==> config.mk <==
export PLATFORM = sky130hd
export DESIGN_NAME = channel_wave_generator_flat
export DESIGN_NICKNAME = d
export VERILOG_FILES = /design/src/rtl/channel_wave_generator_if.sv /design/src/rtl/channel_wave_generator.sv /design/src/flat_wrapper.sv
export SDC_FILE = /design/constraint.sdc
export NUM_CORES = 1
export LEC_CHECK = 0
export ABC_AREA = 1
export BUFFER_PORTS_ARGS = -buffer_cell sky130_fd_sc_hd__clkbuf_2
export CAP_MARGIN = 20
export CORE_MARGIN = 2
export CORE_UTILIZATION = 55
export CTS_CLUSTER_SIZE = 10
export DETAILED_ROUTE_END_ITERATION = 7
export HOLD_SLACK_MARGIN = 0.08
export PLACE_DENSITY = 0.73
export SYNTH_ARGS = -nofsm -noshare
export SYNTH_HDL_FRONTEND = slang
export SYNTH_SLANG_ARGS = --single-unit
==> constraint.sdc <==
create_clock -name i_clk -period 8.6 [get_ports i_clk]
set_clock_uncertainty 0.05 [all_clocks]
set_input_delay 0.86 -clock i_clk [delete_from_list [all_inputs] [get_ports i_clk]]
set_output_delay 0.86 -clock i_clk [all_outputs]
set_load 0.02 [all_outputs]
==> src/rtl/channel_wave_generator_if.sv <==
// Bus between the channel note sequencer and the wave generator.
// master: sequencer side (drives tick, phase delta, top, wave select)
// slave:  wave generator side (returns the scaled PWM compare sample)
interface channel_wave_generator_if;
    logic        i_tick_stb;
    logic [31:0] i_phase_delta;
    logic [7:0]  i_top;
    logic        i_top_valid;
    logic [1:0]  i_wave_sel;
    logic [7:0]  o_sample;
    logic        o_sample_valid;

    modport master (
        output i_tick_stb,
        output i_phase_delta,
        output i_top,
        output i_top_valid,
        output i_wave_sel,
        input  o_sample,
        input  o_sample_valid
    );

    modport slave (
        input  i_tick_stb,
        input  i_phase_delta,
        input  i_top,
        input  i_top_valid,
        input  i_wave_sel,
        output o_sample,
        output o_sample_valid
    );
endinterface

==> src/rtl/channel_wave_generator.sv <==
// channel_wave_generator
// Two-stage pipeline: stage 1 advances a 32-bit phase accumulator on each
// sample tick (with hard sync on delta change and rest on delta 0), stage 2
// maps the phase MSBs to the selected waveform and scales by (top + 1).
// Optional feature macro: CHANNEL_WAVE_TRIANGLE_EN
//   defined   -> wave_sel 3 is triangle
//   undefined -> wave_sel 3 falls back to square
module channel_wave_generator (
    input  logic                     i_clk,
    input  logic                     i_rst_n,
    channel_wave_generator_if.slave  bus
);

    logic [31:0] r_phase;
    logic [31:0] r_prev_delta;
    logic [7:0]  r_top;
    logic [1:0]  r_sel;
    logic        r_rest;
    logic        r_s1_valid;

    logic [7:0]  h;
    logic [7:0]  raw;
    logic [8:0]  top_p1;
    logic [7:0]  scaled;

    // Stage 1: phase accumulation and capture of per-tick parameters.
    always_ff @(posedge i_clk or negedge i_rst_n) begin
        if (!i_rst_n) begin
            r_phase      <= 32'h0;
            r_prev_delta <= 32'h0;
            r_top        <= 8'hFF;
            r_sel        <= 2'd0;
            r_rest       <= 1'b0;
            r_s1_valid   <= 1'b0;
        end else begin
            r_s1_valid <= bus.i_tick_stb;
            if (bus.i_tick_stb) begin
                if (bus.i_phase_delta == 32'h0) begin
                    r_phase <= 32'h0;
                    r_rest  <= 1'b1;
                end else if (bus.i_phase_delta != r_prev_delta) begin
                    // New note: restart from phase 0 and take the first step.
                    r_phase <= bus.i_phase_delta;
                    r_rest  <= 1'b0;
                end else begin
                    r_phase <= r_phase + bus.i_phase_delta;
                    r_rest  <= 1'b0;
                end
                r_prev_delta <= bus.i_phase_delta;
                r_sel        <= bus.i_wave_sel;
                if (bus.i_top_valid) begin
                    r_top <= bus.i_top;
                end
            end
        end
    end

    assign h = r_phase[31:24];

    // Waveform lookup from the phase MSBs; rest forces silence.
    always_comb begin
        raw = 8'h00;
        case (r_sel)
            2'd0: raw = {8{h[7]}};
            2'd1: raw = (h < 8'h40) ? 8'hFF : 8'h00;
            2'd2: raw = h;
`ifdef CHANNEL_WAVE_TRIANGLE_EN
            2'd3: raw = h[7] ? ~{h[6:0], 1'b0} : {h[6:0], 1'b0};
`else
            2'd3: raw = {8{h[7]}};
`endif
        endcase
        if (r_rest) begin
            raw = 8'h00;
        end
    end

    // raw <= 255 and top+1 <= 256, so the product fits 17 bits and bits
    // [15:8] are the exact scaled value.
    assign top_p1 = {1'b0, r_top} + 9'd1;
    assign scaled = 8'((17'(raw) * 17'(top_p1)) >> 8);

    // Stage 2: register the sample and its one-cycle valid strobe.
    always_ff @(posedge i_clk or negedge i_rst_n) begin
        if (!i_rst_n) begin
            bus.o_sample       <= 8'h00;
            bus.o_sample_valid <= 1'b0;
        end else begin
            bus.o_sample_valid <= r_s1_valid;
            if (r_s1_valid) begin
                bus.o_sample <= scaled;
            end
        end
    end

endmodule

==> src/flat_wrapper.sv <==
// flat-port wrapper written by rule: the top's interface ports become plain ports
module channel_wave_generator_flat 
  (i_clk, i_rst_n, bus_i_tick_stb, bus_i_phase_delta, bus_i_top, bus_i_top_valid, bus_i_wave_sel, bus_o_sample, bus_o_sample_valid);
  channel_wave_generator_if bus_i ();
  input  logic i_clk;
  input  logic i_rst_n;
  input wire logic [$bits(bus_i.i_tick_stb)-1:0] bus_i_tick_stb;
  input wire logic [$bits(bus_i.i_phase_delta)-1:0] bus_i_phase_delta;
  input wire logic [$bits(bus_i.i_top)-1:0] bus_i_top;
  input wire logic [$bits(bus_i.i_top_valid)-1:0] bus_i_top_valid;
  input wire logic [$bits(bus_i.i_wave_sel)-1:0] bus_i_wave_sel;
  output wire logic [$bits(bus_i.o_sample)-1:0] bus_o_sample;
  output wire logic [$bits(bus_i.o_sample_valid)-1:0] bus_o_sample_valid;
  assign bus_i.i_tick_stb = bus_i_tick_stb;
  assign bus_i.i_phase_delta = bus_i_phase_delta;
  assign bus_i.i_top = bus_i_top;
  assign bus_i.i_top_valid = bus_i_top_valid;
  assign bus_i.i_wave_sel = bus_i_wave_sel;
  assign bus_o_sample = bus_i.o_sample;
  assign bus_o_sample_valid = bus_i.o_sample_valid;
  channel_wave_generator u_core (.i_clk(i_clk), .i_rst_n(i_rst_n), .bus(bus_i));
endmodule
==> results of run 1 <==
==> cell families (layout without fill, tap and decap cells) <==
logic type               Yosys count  after routing  synth area share
XOR/XNOR                          46             46           0.04800
flip-flops                        85             85            0.2546
multiplexers                       5              5          0.006708
AND/OR/NAND/NOR                  612            612            0.2996
buffers and inverters            187            239           0.08706
AO/OA/AOI/OAI                    161            161            0.1078
adder cells (fa/ha/maj)          107            107            0.1962
==> metrics by stage <==
| stage | std cells | hold WS [ns] | utilization | instance area, µm² |
|---|---|---|---|---|
| 2_1_floorplan | 1203 | 0.3020 | - | 8393 |
| 3_3_place_gp | 1427 | 0.4144 | 0.5867 | 8820 |
| 3_5_place_dp | 1427 | 0.4188 | 0.5867 | 8820 |
| 4_1_cts | 1443 | 0.3902 | 0.6071 | 9126 |
| 5_1_grt | 1443 | 0.4154 | 0.6071 | 9126 |
| 6_report | 1443 | 0.3815 | 0.6071 | 9126 |
==> power by group through the flow <==
stage          clock, W  sequential (W)  combinational, W
2_1_floorplan         0        0.000508          0.000722
3_3_place_gp          0        0.000496          0.000975
5_1_grt        0.000430        0.000497           0.00114
3_5_place_dp          0        0.000497          0.000983
4_1_cts        0.000414        0.000490          0.000990
6_report       0.000405        0.000490          0.000988
==> registers in the layout (all words and copies together), names as in the netlist <==
name,cells
u_core.r_prev_delta,32
u_core.bus.o_sample_valid,1
u_core.r_s1_valid,1
u_core.r_phase,32
u_core.bus.o_sample,8
u_core.r_rest,1
u_core.r_sel,2
u_core.r_top,8
==> metal layers <==
metal,vias up,GRT usage,routed length (µm)
met5,-,0,0
met4,0,0.1041,637
met3,36,0.03643,842
met2,158,0.4932,10730
met1,3655,0.3690,9542
li1,3935,-,-
==> synthesized netlist by cell type, drive strengths merged <==
library cell | n | area share
nor2 | 144 | 0.066
clkinv | 1 | 0.00045
dfrtp | 77 | 0.23
o211ai | 10 | 0.0089
o21a | 3 | 0.0027
o21ai | 62 | 0.038
mux2 | 5 | 0.0067
nand2 | 360 | 0.16
nand3 | 58 | 0.036
nor4 | 10 | 0.0075
xor2 | 32 | 0.033
o21bai | 5 | 0.0045
nand4 | 18 | 0.013
a211oi | 1 | 0.00089
inv | 164 | 0.073
a21oi | 74 | 0.047
a21o | 2 | 0.0018
ha | 66 | 0.098
nor3 | 12 | 0.0078
a31o | 1 | 0.0010
o211a | 1 | 0.0012
o31ai | 1 | 0.00089
nand3b | 6 | 0.0054
clkbuf | 11 | 0.0049
dfstp | 8 | 0.025
buf | 11 | 0.0083
or2 | 3 | 0.0022
fa | 41 | 0.098
and2 | 1 | 0.00075
xnor2 | 14 | 0.015
a31oi | 1 | 0.00075
==> worst max-delay path: stages, from the launching register on <==
cell	delay, ns
dfstp_2	0.61
ha_1	0.19
nand2_1	0.07
inv_1	0.07
nand2_1	0.06
xor2_1	0.52
nor2_1	0.16
fa_1	0.59
fa_1	0.44
fa_1	0.55
inv_1	0.05
fa_1	0.52
inv_1	0.04
ha_1	0.33
a21oi_1	0.32
o21a_1	0.20
nor2_1	0.05
a211oi_1	0.26
nand3_1	0.13
nand3_1	0.10
nand2_1	0.05
==> how the worst min path moves through the flow <==
| stage | startpoint | to | slack (ns) | cells after the start |
|---|---|---|---|---|
| global route | i_rst_n | u_core.r_prev_delta[8] | 0.42 | 1 |
| CTS | i_rst_n | u_core.r_prev_delta[8] | 0.39 | 1 |
| floorplan | u_core.r_s1_valid | u_core.bus.o_sample_valid | 0.30 | 0 |
| finish | i_rst_n | u_core.r_prev_delta[8] | 0.38 | 1 |
| global placement | u_core.bus.o_sample[3] | u_core.bus.o_sample[3] | 0.41 | 2 |
| detailed placement | u_core.bus.o_sample[5] | u_core.bus.o_sample[5] | 0.42 | 2 |
==> layout by cell type (no fill, tap or decap), types with 9 or more instances in the layout <==
master     instances
xor2_1            32
ha_1              66
nand2_1          360
nor4_1            10
o211ai_1          10
dfrtp_1           77
clkbuf_2          53
inv_1            161
o21ai_1           16
o21ai_0           44
nor3_1            11
fa_1              41
xnor2_1           14
nand4_1           18
nor2_1           141
nand3_1           56
clkbuf_16          9
a21oi_1           67
==> layout make-up <==
cell class	instances	area share
sequential	85	0.2342
tap	188	0.02577
inverter	165	0.06786
clock inverter	7	0.008911
timing repair buffer	58	0.03318
clock buffer	9	0.02468
multi-input combinational	931	0.6054
==> metrics.md, run 1 <==
| Metric | Value |
|---|---|
| Die X-Extent | `127.5 µm` |
| Sequential share of power | `0.260` |
| Seq cells post-synth | `85` |
| P&R area growth vs syn | `8.736%` |
| Post-DRT Antenna Nets | `0` |
| Mapped Area | `8393 µm²` |
| CTS tree | `done` |
| Row count | `45` |
| Largest net degree at the start of global routing | `71` |
| Number of max-cap violations | `0` |
| Yosys warns | `0` |
| Starting Density | `0.5583` |
| GR Util All Layers | `0.2857` |
| Final setup fails | `0` |
| Startpoint Class | `flip-flop` |
| Crit Path Max Fanout | `8` |
| WP data required | `8.79 ns` |
| Worst Tran Pin Value | `1.034 ns` |
| Pwr Density | `206.4 nW/µm²` |
| Kind of critical path | `reg -> reg` |
| Tightest Hold Check Type | `in -> async` |
| Cell count of the worst reg-to-reg path | `20` |
| Drt via density | `5.394` |
| Final worst path period share | `0.6376` |
| Die area | `16260 µm²` |
| Syn Area/Cell | `6.977 µm²` |
| Setup crit start | `u_core.r_top[0]` |
| Cts bufs inserted | `9` |
| Area of the multi-input gates | `5525 µm²` |
| R2r endpoint | `u_core.bus.o_sample[7]` |
| Crit path capture | `u_core.bus.o_sample[7]` |
| Global-route wire length before repair | `37030 µm` |
| Worst EP arrival | `5.67 ns` |
| H-tree Lvls | `3` |
| Outcome | `complete, no violations` |
| Fmax achieved | `0.1824 GHz` |
| Register area | `2137 µm²` |
| Pre-Repair DR Iteration Count | `5` |
| Net switching power | `0.0008429 W` |
| Reg2reg start | `u_core.r_top[0]` |
| CTS root buf | `clkbuf_16` |
| Final WS setup | `3.116 ns` |
| Reg2Reg Setup Slack | `3.12 ns` |
| Vias in the first global route | `7691` |
| Antenna violations before repair | `0` |
| Fin nets | `1403` |
| # port buffers | `54` |
| Synth unique cells | `43` |
| Sum of negative setup slack | `0 ns` |
| Synth Net Count | `1356` |
| DPL Wire Length | `17070 µm` |
| Crit end category | `flip-flop` |
| Via count | `7784` |
| Place WS | `3.202 ns` |
| Post-synthesis sequential area ratio | `0.2546` |
| Skew-Pair Late Insertion Delay | `0.35 ns` |
| Mapped Cells | `1203` |
| Total wire length | `21750 µm` |
| P_leak | `4.878 nW` |
| DR DRC count | `0` |
| Routed WL per cell | `15.07 µm` |
| Die outline height | `127.5 µm` |
| Gate power share | `0.525` |
| Antenna Cells | `0` |
| PostCTS Resize Cnt | `0` |
| Layout cells sized above 1 | `0.08685` |
| Switching share of total power | `0.4475` |
| Clock network power share | `0.215` |
| Iter 0 DRT Violations | `583` |
| Max clock buf depth | `2` |
| Core ar. | `15030 µm²` |
| Global route overflow | `0` |
| Clk sink count | `85` |
| RSZ-0062 raised after global routing | `no` |
| Final Critical Period | `5.484 ns` |
| Top-Level Pins | `55` |
| Final Wtd Congestion | `0.9377` |
| Fin. max-slew vios | `0` |
| Buffers inserted during post-CTS setup optimization | `0` |
| Int Power | `0.001041 W` |
| Clk slew on worst S/H paths | `0.07 ns` |
| Total power | `0.001883 W` |
| Max-slew headroom | `0.3107` |
| Post-CTS Hold Buffers | `0` |
| Fillers | `1454` |
| Worst VDD drop | `110.0 µV` |
| Final hold vios | `0` |
Power figures use the tool's default switching activity.
==> run 2: changes to the inputs <==
--- a/config.mk
+++ b/config.mk
@@ -5,7 +5,7 @@
 export SDC_FILE = /design/constraint.sdc
 export NUM_CORES = 1
 export LEC_CHECK = 0
-export ABC_AREA = 1
+export ABC_AREA = 0
 export BUFFER_PORTS_ARGS = -buffer_cell sky130_fd_sc_hd__clkbuf_2
 export CAP_MARGIN = 20
 export CORE_MARGIN = 2
@@ -13,7 +13,7 @@
 export CTS_CLUSTER_SIZE = 10
 export DETAILED_ROUTE_END_ITERATION = 7
 export HOLD_SLACK_MARGIN = 0.08
-export PLACE_DENSITY = 0.73
+export PLACE_DENSITY = 0.74
 export SYNTH_ARGS = -nofsm -noshare
 export SYNTH_HDL_FRONTEND = slang
 export SYNTH_SLANG_ARGS = --single-unit
==> constraint.sdc (replaced) <==
create_clock -name i_clk -period 5.4 [get_ports i_clk]
set_clock_uncertainty 0.05 [all_clocks]
set_input_delay 0.54 -clock i_clk [delete_from_list [all_inputs] [get_ports i_clk]]
set_output_delay 0.54 -clock i_clk [all_outputs]
set_load 0.02 [all_outputs]
==> run 2 against run 1 <==
Clock-buffer cell count unchanged. Critical path depth up 1. Die area down 7.7%. Cell count is 26% lower. Core utilization grew 3.3 points. Worst setup slack worse by 2.9 ns. Critical path type unchanged. Highest routed layer unchanged.
==> metrics.md, run 2 <==
| Metric | Value |
|---|---|
| WP data required | `5.59 ns (was 8.79 ns)` |
| Layout cells sized above 1 | `0.2266 (was 0.08685)` |
| Share of the synthesized area in the top cell type | `0.2494 (was 0.2296)` |
| Antenna Cells | `0 (unchanged)` |
| Fin nets | `1035 (was 1403)` |
| Int Power | `0.001796 W (was 0.001041 W)` |
| Most common cell in the netlist | `nor2_1 (was nand2_1)` |
| Worst EP arrival | `5.39 ns (was 5.67 ns)` |
| CTS root buf | `clkbuf_16 (unchanged)` |
| Skew-Pair Late Insertion Delay | `0.36 ns (was 0.35 ns)` |
| Final hold vios | `0 (unchanged)` |
| Switching share of total power | `0.4076 (was 0.4475)` |
| Via count | `6237 (was 7784)` |
| Yosys warns | `0 (unchanged)` |
| Total wire length | `18780 µm (was 21750 µm)` |
| Area of the multi-input gates | `5398 µm² (was 5525 µm²)` |
| Max clock buf depth | `2 (unchanged)` |
| Cts bufs inserted | `9 (unchanged)` |
| Fmax achieved | `0.1922 GHz (was 0.1824 GHz)` |
| Syn Area/Cell | `9.447 µm² (was 6.977 µm²)` |
| Startpoint Class | `flip-flop (unchanged)` |
| Max-slew headroom | `0.4626 (was 0.3107)` |
| Synth Net Count | `971 (was 1356)` |
| Crit Path Max Fanout | `4 (was 8)` |
| Final setup fails | `0 (unchanged)` |
| Worst Tran Pin Value | `0.8052 ns (was 1.034 ns)` |
| Net switching power | `0.001235 W (was 0.0008429 W)` |
| Seq cells post-synth | `85 (unchanged)` |
| CP max stage delay | `0.55 ns (was 0.61 ns)` |
| Slowest CP cell | `fa_1 (was dfstp_2)` |
| Row count | `43 (was 45)` |
| Clk sink count | `85 (unchanged)` |
| Clock network power share | `0.223 (was 0.215)` |
| Final Wtd Congestion | `0.9136 (was 0.9377)` |
| Delay-heaviest family, CP | `adder cells (unchanged)` |
| P&R area growth vs syn | `14.54% (was 8.736%)` |
| Most frequent cell on the critical path | `fa_1 (unchanged)` |
| Async SR Flop Fraction | `1.000 (unchanged)` |
| Global-route wire length before repair | `30860 µm (was 37030 µm)` |
| Crit end category | `flip-flop (unchanged)` |
| Kind of critical path | `reg -> reg (unchanged)` |
| Global route overflow | `0 (unchanged)` |
| H-tree Lvls | `3 (unchanged)` |
| Worst VDD drop | `230.4 µV (was 110.0 µV)` |
| DR DRC count | `0 (unchanged)` |
| # port buffers | `54 (unchanged)` |
| Top-Level Pins | `55 (unchanged)` |
| Die X-Extent | `122.5 µm (was 127.5 µm)` |
| GR Util All Layers | `0.2650 (was 0.2857)` |
| Largest area contributor in the synthesized netlist | `dfrtp_1 (unchanged)` |
| Most frequent cells in the layout | `77 x dfrtp_1, 67 x nor2_1, 67 x inv_1, 62 x ha_1, 53 x clkbuf_2 (was 360 x nand2_1, 161 x inv_1, 141 x nor2_1, 77 x dfrtp_1, 67 x a21oi_1)` |
| Final Critical Period | `5.202 ns (was 5.484 ns)` |
| Final worst path period share | `0.9634 (was 0.6376)` |
| Mapped Area | `7727 µm² (was 8393 µm²)` |
| Tightest Hold Check Type | `in -> reg (was in -> async)` |
| Post-route insts no fill | `1067 (was 1443)` |
| Placed insts | `1044 (was 1427)` |
| Sum of negative setup slack | `0 ns (unchanged)` |
| Mapped Cells | `818 (was 1203)` |
| Iter 0 DRT Violations | `350 (was 583)` |
| Post-synth top flop | `dfrtp_1 (unchanged)` |
| DPL Wire Length | `14120 µm (was 17070 µm)` |
| Post-synthesis sequential area ratio | `0.2766 (was 0.2546)` |
| CP bufs+invs | `5 (was 3)` |
| Fin. max-slew vios | `0 (unchanged)` |
| CTS tree | `done (unchanged)` |
| Dpl cell area | `8274 µm² (was 8820 µm²)` |
| Antenna violations before repair | `0 (unchanged)` |
| Top flop regs | `u_core.r_phase (32), u_core.r_prev_delta (32) (unchanged)` |
| Commonest non-fill, non-tap cell in the layout | `dfrtp_1 (was nand2_1)` |
| Post-DRT Antenna Nets | `0 (unchanged)` |
| Starting Density | `0.5589 (was 0.5583)` |
| Fin area | `8851 µm² (was 9126 µm²)` |
| Largest net degree at the start of global routing | `56 (was 71)` |
| P_leak | `4.155 nW (was 4.878 nW)` |
| Vias in the first global route | `6253 (was 7691)` |
| Number of max-cap violations | `0 (unchanged)` |
| Die outline height | `122.5 µm (was 127.5 µm)` |
| EDFF count, synth | `0 (unchanged)` |
| Clk slew on worst S/H paths | `0.07 ns (about the same)` |
| Pwr Density | `342.5 nW/µm² (was 206.4 nW/µm²)` |
| Core ar. | `13830 µm² (was 15030 µm²)` |
| Final core utilization | `0.6401 (was 0.6071)` |
| Pre-Repair DR Iteration Count | `5 (unchanged)` |
| Outcome | `complete, no violations (unchanged)` |
| Gate power share | `0.516 (was 0.525)` |
| Synth unique cells | `64 (was 43)` |
| Drt via density | `5.845 (was 5.394)` |
| Commonest cells post-synth | `82 x nor2_1, 77 x dfrtp_1, 69 x inv_1 (was 360 x nand2_1, 161 x inv_1, 141 x nor2_1)` |
| Sequential share of power | `0.261 (was 0.260)` |
| Top post-synthesis cells by area | `dfrtp_1 25%, ha_1 11%, fa_1 11%, mux2_2 6.4%, xor2_1 5.2% (was dfrtp_1 23%, nand2_1 16%, ha_1 9.8%, fa_1 9.8%, inv_1 7.2%)` |
| Routed WL per cell | `17.60 µm (was 15.07 µm)` |
| Register area | `2137 µm² (unchanged)` |
| Die area | `15010 µm² (was 16260 µm²)` |
| Fillers | `1155 (was 1454)` |
| Crit path cell chain | `inv_1 -> ha_2 -> o21a_1 -> or2_4 -> a21o_1 -> buf_4 -> buf_4 -> nor2_1 -> fa_1 -> fa_1 -> fa_1 -> inv_1 -> fa_1 -> inv_1 -> ha_1 -> a21oi_2 -> o21a_1 -> o21ai_2 -> a31oi_1 -> xnor2_1 -> mux2_2 (was ha_1 -> nand2_1 -> inv_1 -> nand2_1 -> xor2_1 -> nor2_1 -> fa_1 -> fa_1 -> fa_1 -> inv_1 -> fa_1 -> inv_1 -> ha_1 -> a21oi_1 -> o21a_1 -> nor2_1 -> a211oi_1 -> nand3_1 -> nand3_1 -> nand2_1)` |
[run 2: changes by cell type in the layout (fill, tap and decap cells not counted), moves of 18 or more]
| cell | previous run | this run |
|---|---|---|
| a21o_1 | 2 | 27 |
| inv_1 | 161 | 67 |
| o21ai_0 | 44 | 25 |
| o2bb2ai_1 | 0 | 20 |
| nor2_1 | 141 | 67 |
| nand2_1 | 360 | 47 |
| mux2i_1 | 0 | 19 |
| a21oi_1 | 67 | 30 |
| buf_4 | 5 | 23 |
| mux2_2 | 5 | 44 |
| nand3_1 | 56 | 12 |
[run 2: power groups by stage]
stage          Clock [W]  Combinational [W]  Sequential [W]
6_report        0.000677            0.00156        0.000790
5_1_grt         0.000713            0.00178        0.000801
4_1_cts         0.000688            0.00150        0.000788
3_5_place_dp           0            0.00146        0.000799
2_1_floorplan          0            0.00108        0.000817
3_3_place_gp           0            0.00142        0.000795
[run 2: what timing repair did]
item	in CTS	in global routing
hold endpoints to repair	25	0
hold buffers	1	0
setup endpoints to repair	3	6
pin swaps	3	20
gates cloned	0	0
buffers inserted	3	3
gates resized for setup	2	49
[run 2: final timing paths]
kind / from / cells after the start / endpoint / slack, ns
setup reg to reg: u_core.r_sel[1] / 21 / u_core.bus.o_sample[7] / 0.20
min in group asynchronous: i_rst_n / 2 / u_core.r_phase[15] / 0.59
max in group asynchronous: i_rst_n / 3 / u_core.r_prev_delta[9] / 3.65
hold / removal: bus_i_top[0] / 2 / u_core.r_top[0] / 0.36
setup / recovery: u_core.r_sel[1] / 21 / u_core.bus.o_sample[7] / 0.20
hold reg to reg: u_core.r_phase[0] / 1 / u_core.r_phase[0] / 0.44
[run 2: cell type report]
type                            instances  share of cell area
Clock inverter                          7             0.01032
Sequential cell                        85              0.2414
Tap cell                              180             0.02545
Multi-Input combinational cell        634              0.6098
Inverter                               69             0.02926
Timing Repair Buffer                   83             0.05824
Clock buffer                            9             0.02545
[run 2: cells by family (layout without fill, tap and decap cells)]
kind of cell	Yosys count	in the layout	synth area share
DFF	85	85	0.2766
adders and majority gates	107	107	0.2131
AOI/OAI and AO/OA	173	173	0.1553
muxes	63	63	0.08873
xor gates and xnor gates	74	74	0.08387
and+or+nand+nor	217	217	0.1326
buffers and inverters	99	168	0.04987
[run 2: metal layers]
metal	track usage	share of wire
met1	0.3694	0.47
met2	0.4160	0.46
met3	0.05065	0.052
met4	0.08836	0.025
met5	0	0
[run 2: through the flow]
step	total power, W	worst slack [ns]	hold slack (ns)
4_1_cts	0.002975	0.01915	0.3479
3_3_place_gp	0.002213	0.06674	0.4259
3_5_place_dp	0.002258	-0.08472	0.4312
2_1_floorplan	0.001893	0.01189	0.1944
6_report	0.003031	0.1979	0.3576
5_1_grt	0.003289	-0.04775	0.3637
